===== src/rtl/popcount_seq_ctrl_if.sv =====
// Producer/consumer handshake bundle for popcount_seq_ctrl.
// The DUT takes the slave side and the environment takes the master side.
interface popcount_seq_ctrl_if #(
    parameter int DATA_W = 16
);
    localparam int CNT_W = $clog2(DATA_W + 1);

    logic              in_valid;
    logic              in_ready;
    logic [DATA_W-1:0] in_data;
    logic              out_valid;
    logic              out_ready;
    logic [CNT_W-1:0]  out_count;
    logic              busy;

    modport master (
        output in_valid,
        output in_data,
        output out_ready,
        input  in_ready,
        input  out_valid,
        input  out_count,
        input  busy
    );

    modport slave (
        input  in_valid,
        input  in_data,
        input  out_ready,
        output in_ready,
        output out_valid,
        output out_count,
        output busy
    );
endinterface


===== src/rtl/popcount_seq_ctrl.sv =====
// Nibble-serial popcount sequencer built around one 4-bit count_1 datapath.
// Define POPCNT_EARLY_EXIT_EN to finish as soon as no 1 bits remain.
module count_1 (
    input  logic [3:0] nib_i,
    output logic [2:0] cnt_o
);
    assign cnt_o = {2'b00, nib_i[0]} + {2'b00, nib_i[1]}
                 + {2'b00, nib_i[2]} + {2'b00, nib_i[3]};
endmodule

module popcount_seq_ctrl #(
    parameter int DATA_W = 16
) (
    input  logic                clk,
    input  logic                rst,
    popcount_seq_ctrl_if.slave  bus
);
    localparam int NIB   = DATA_W / 4;
    localparam int CNT_W = $clog2(DATA_W + 1);
    localparam int IDX_W = (NIB > 1) ? $clog2(NIB) : 1;

    if ((DATA_W % 4) != 0 || DATA_W < 4) begin : g_bad_width
        $error("popcount_seq_ctrl: DATA_W must be a multiple of 4 and >= 4");
    end

    typedef enum logic [1:0] {
        IDLE = 2'd0,
        RUN  = 2'd1,
        DONE = 2'd2
    } state_t;

    state_t            state_q, state_d;
    logic [CNT_W-1:0]  acc_q, acc_d;
    logic [DATA_W-1:0] shreg_q, shreg_d;
    logic [IDX_W-1:0]  idx_q, idx_d;
    logic [2:0]        part;

    count_1 u_count_1 (
        .nib_i (shreg_q[3:0]),
        .cnt_o (part)
    );

    always_ff @(posedge clk) begin
        if (rst) begin
            state_q <= IDLE;
            acc_q   <= '0;
            shreg_q <= '0;
            idx_q   <= '0;
        end else begin
            state_q <= state_d;
            acc_q   <= acc_d;
            shreg_q <= shreg_d;
            idx_q   <= idx_d;
        end
    end

    always_comb begin
        state_d       = state_q;
        acc_d         = acc_q;
        shreg_d       = shreg_q;
        idx_d         = idx_q;
        bus.in_ready  = (state_q == IDLE) && !rst;
        bus.out_valid = (state_q == DONE);
        bus.busy      = (state_q != IDLE);
        bus.out_count = (state_q == DONE) ? acc_q : '0;
        unique case (state_q)
            IDLE: begin
                if (bus.in_valid && bus.in_ready) begin
                    shreg_d = bus.in_data;
                    acc_d   = '0;
                    idx_d   = '0;
                    state_d = RUN;
`ifdef POPCNT_EARLY_EXIT_EN
                    if (bus.in_data == '0)
                        state_d = DONE;
`endif
                end
            end
            RUN: begin
                acc_d   = acc_q + CNT_W'(part);
                shreg_d = shreg_q >> 4;
                idx_d   = idx_q + IDX_W'(1);
                if (idx_q == IDX_W'(NIB - 1))
                    state_d = DONE;
`ifdef POPCNT_EARLY_EXIT_EN
                // Nothing left above this nibble: the sum is final.
                if ((shreg_q >> 4) == '0)
                    state_d = DONE;
`endif
            end
            DONE: begin
                if (bus.out_ready)
                    state_d = IDLE;
            end
            default: begin
                state_d = IDLE;
            end
        endcase
    end
endmodule

===== src/flat_wrapper.sv =====
// flat-port wrapper written by rule: the top's interface ports become plain ports
module popcount_seq_ctrl_flat 
#(
    parameter int DATA_W = 16
)
  (clk, rst, bus_in_valid, bus_in_data, bus_out_ready, bus_in_ready, bus_out_valid, bus_out_count, bus_busy);
  popcount_seq_ctrl_if #(.DATA_W(DATA_W)) bus_i ();
  input  logic clk;
  input  logic rst;
  input wire logic [$bits(bus_i.in_valid)-1:0] bus_in_valid;
  input wire logic [$bits(bus_i.in_data)-1:0] bus_in_data;
  input wire logic [$bits(bus_i.out_ready)-1:0] bus_out_ready;
  output wire logic [$bits(bus_i.in_ready)-1:0] bus_in_ready;
  output wire logic [$bits(bus_i.out_valid)-1:0] bus_out_valid;
  output wire logic [$bits(bus_i.out_count)-1:0] bus_out_count;
  output wire logic [$bits(bus_i.busy)-1:0] bus_busy;
  assign bus_i.in_valid = bus_in_valid;
  assign bus_i.in_data = bus_in_data;
  assign bus_i.out_ready = bus_out_ready;
  assign bus_in_ready = bus_i.in_ready;
  assign bus_out_valid = bus_i.out_valid;
  assign bus_out_count = bus_i.out_count;
  assign bus_busy = bus_i.busy;
  popcount_seq_ctrl #(.DATA_W(DATA_W)) u_core (.clk(clk), .rst(rst), .bus(bus_i));
endmodule

===== config.mk =====
export PLATFORM = sky130hd
export DESIGN_NAME = popcount_seq_ctrl_flat
export DESIGN_NICKNAME = d
export VERILOG_FILES = /design/src/rtl/popcount_seq_ctrl_if.sv /design/src/rtl/popcount_seq_ctrl.sv /design/src/flat_wrapper.sv
export SDC_FILE = /design/constraint.sdc
export NUM_CORES = 1
export LEC_CHECK = 0
export ABC_AREA = 1
export BUFFER_PORTS_ARGS = -buffer_cell sky130_fd_sc_hd__buf_4
export CORE_ASPECT_RATIO = 0.6
export CORE_UTILIZATION = 60
export CTS_BUF_LIST = sky130_fd_sc_hd__clkbuf_2
export DETAILED_ROUTE_END_ITERATION = 10
export GPL_TIMING_DRIVEN = 0
export PLACE_DENSITY = 0.87
export SYNTH_ARGS = -nofsm -noshare
export SYNTH_HDL_FRONTEND = slang
export SYNTH_SLANG_ARGS = --single-unit

===== constraint.sdc =====
create_clock -name clk -period 3.3 [get_ports clk]
set_clock_uncertainty 0.05 [all_clocks]
set_input_delay 0.66 -clock clk [delete_from_list [all_inputs] [get_ports clk]]
set_output_delay 0.66 -clock clk [all_outputs]
set_load 0.01 [all_outputs]

==> out/summary.txt <==
status -> finished, final reports clean
GP Congestion -> 0.834
Post-synth EDFFs -> 0
Fin Setup TNS -> 0 ns
synth top area cells -> dfxtp_1 37%, nor2_1 11%, inv_1 8.4%, ha_1 5.6%, o21ai_1 5.6%
top cells by count, synth -> 38 x nor2_1, 30 x inv_1, 25 x dfxtp_1, 15 x nand2_1, 15 x o21ai_1
Num Clock Sinks -> 25
Via Count -> 1250
row cnt -> 12
HPWL after DPL -> 2.34 mm
Avg Inst Size Synth -> 7.28 um^2
Yosys top cell area share -> 0.372
first-pass GRT wire length -> 5.02 mm
height of the die -> 38.7 um
relative slew slack -> 0.654
Max IR drop VDD -> 271 uV
cell taking the most area after synthesis -> dfxtp_1
Die Wd -> 63.2 um
Nets -> 245
port bufs -> 27
most frequent cell after synthesis -> nor2_1
clock root buffer master -> clkbuf_2
Async SR Flop Fraction -> 0
CTS resizes -> 0
vias in the first global route -> 1167
Remaining DRCs -> 0
Yosys warnings -> 0
worst-path maximum fanout -> 2
Yosys cell types -> 24
Routed met3 length -> 241 um
n_diodes -> 0
Vias/cell -> 5.12
Ports -> 28
initial antenna violation count -> 0
clk buf depth -> 2
met2 wire len -> 1.39 mm
CTS tree -> yes
gr ovfl total -> 0
final hold slack -> 0.443 ns
crit path kind -> reg -> reg
Final setup viols -> 0
core area -> 0.00198 mm^2
slowest CP cell -> fa_1
Post-Route WL -> 2.94 mm
final hold vios -> 0
Syn-to-layout area delta -> 19.1%
First-pass DRT Iterations -> 4
postcts setup bufs -> 0
dpl ws -> 0.979 ns
Worst-path clk slew -> 0.23 ns
Arr. time, crit path -> 2.63 ns
RSZ-0062 raised after global routing -> no
worst path cell trace -> ha_1, inv_1, fa_1, inv_1, ha_1, inv_1, fa_1, or2_1, a21oi_1
Worst setup EP type -> register
worst setup margin -> 0.922 ns
FMAX -> 420 MHz
clk_lat worst skew -> 0.35 ns
ratio of cells with drive above 1 in the final layout -> 0.231
initial core utilization -> 0.679
synthesized flop and latch total -> 25
Filler cells -> 137
P_leak -> 0.780 nW
CP required -> 3.55 ns
CTS Hold Bufs -> 0
Max-Cap Viols -> 0
Power Dens Cells -> 405 mW/mm^2
Main synth FF type -> dfxtp_1
die area -> 0.00244 mm^2
initial DRC count -> 58
Pins Over Slew Limit -> 0
Critical Path Most Common Cell -> inv_1
Critical Path Max Stage Delay -> 0.48 ns
highest metal used -> met4
actual slew at the worst max-slew pin -> 0.519 ns
wire length per cell -> 12.0 um
syn_nets -> 213
Syn Inst Count -> 185
Hold WC Path Type -> in -> reg
ANT nets after route -> 0
Tmin final -> 2.38 ns
WL met1 -> 1.27 mm
Tcrit/Tclk final -> 0.721
Num CTS Buffers -> 3
startpoint types -> register
post-synthesis sequential area ratio -> 0.372
CTS H-tree lvls -> 1
Cell Area, Synth -> 0.00135 mm^2
GRT Overall Usage -> 0.275
largest net degree at the start of global routing -> 14
==> cells in the final DEF, fill, tap and decap left out <==
cell,instances
o21ai_0,9
buf_1,1
buf_2,2
nand2_1,15
buf_4,29
o21ai_2,2
nor2_4,1
nand3_4,1
clkbuf_2,4
or2_1,2
o31ai_1,1
nand2_4,2
dfxtp_1,25
a21oi_2,1
o21ai_1,15
nand4_1,4
nor2_1,38
inv_2,3
nand3_1,9
ha_1,6
a21oi_1,9
nor2_2,2
inv_1,30
buf_6,3
fa_1,2
==> report_power, final <==
part / internal [W] / switching (W)
registers: 0.000331 / 0.0000188
clock network: 0.0000320 / 0.0000906
logic: 0.0000766 / 0.000100
==> cells by family after synthesis <==
| family | synth area share |
|---|---|
| compound gates | 0.148 |
| fa+ha+maj | 0.0855 |
| buf+inv | 0.138 |
| flops | 0.372 |
| simple gates | 0.256 |
==> state kept, by name (all words and copies together) (netlist names) <==
name            count
u_core.shreg_q     16
u_core.acc_q        5
u_core.idx_q        2
u_core.state_q      2
==> layer usage <==
metal  up-vias  global-route usage
li1        644                   -
met1       557               0.337
met2        44               0.489
met3         5              0.0765
met4         0              0.0698
met5         -                   0
==> final timing paths <==
kind                                          from                  to  slack [ns]  cells after the start
worst max-delay path             u_core.shreg_q[0]     u_core.acc_q[1]        0.92                      9
worst min-delay path                           rst   u_core.state_q[0]        0.44                      2
worst max register to register   u_core.shreg_q[0]     u_core.acc_q[1]        0.92                      9
worst min register to register  u_core.shreg_q[13]  u_core.shreg_q[13]        0.44                      2
==> layout make-up <==
type                    count  area (um^2)  area share
flip-flops and latches     25          500       0.312
plain buffers               8         62.6      0.0390
clock buffers               4         20.0      0.0125
well taps                  28         35.0      0.0218
repair buffers             27          203       0.126
inverters                  33          124      0.0772
multi-input cells         119          659       0.411
==> through the flow <==
stage | total power [W] | instance area [um^2] | utilization | cells
after CTS | 0.000652 | 1600 | 0.809 | 244
after global placement | 0.000521 | 1580 | 0.799 | 240
after detailed placement | 0.000534 | 1580 | 0.799 | 240
final | 0.000649 | 1600 | 0.809 | 244
after floorplan | 0.000473 | 1350 | - | 185
after global routing | 0.000695 | 1600 | 0.809 | 244
==> critical path: cells and delay by family, from the launching register on <==
kind	cells	cell delay [ns]
adder cells (fa/ha/maj)	4	1.34
flip-flops	1	0.37
AND/OR/NAND/NOR	1	0.24
buffers and inverters	3	0.20
AO/OA/AOI/OAI	1	0.15
Power figures use the tool's default switching activity.
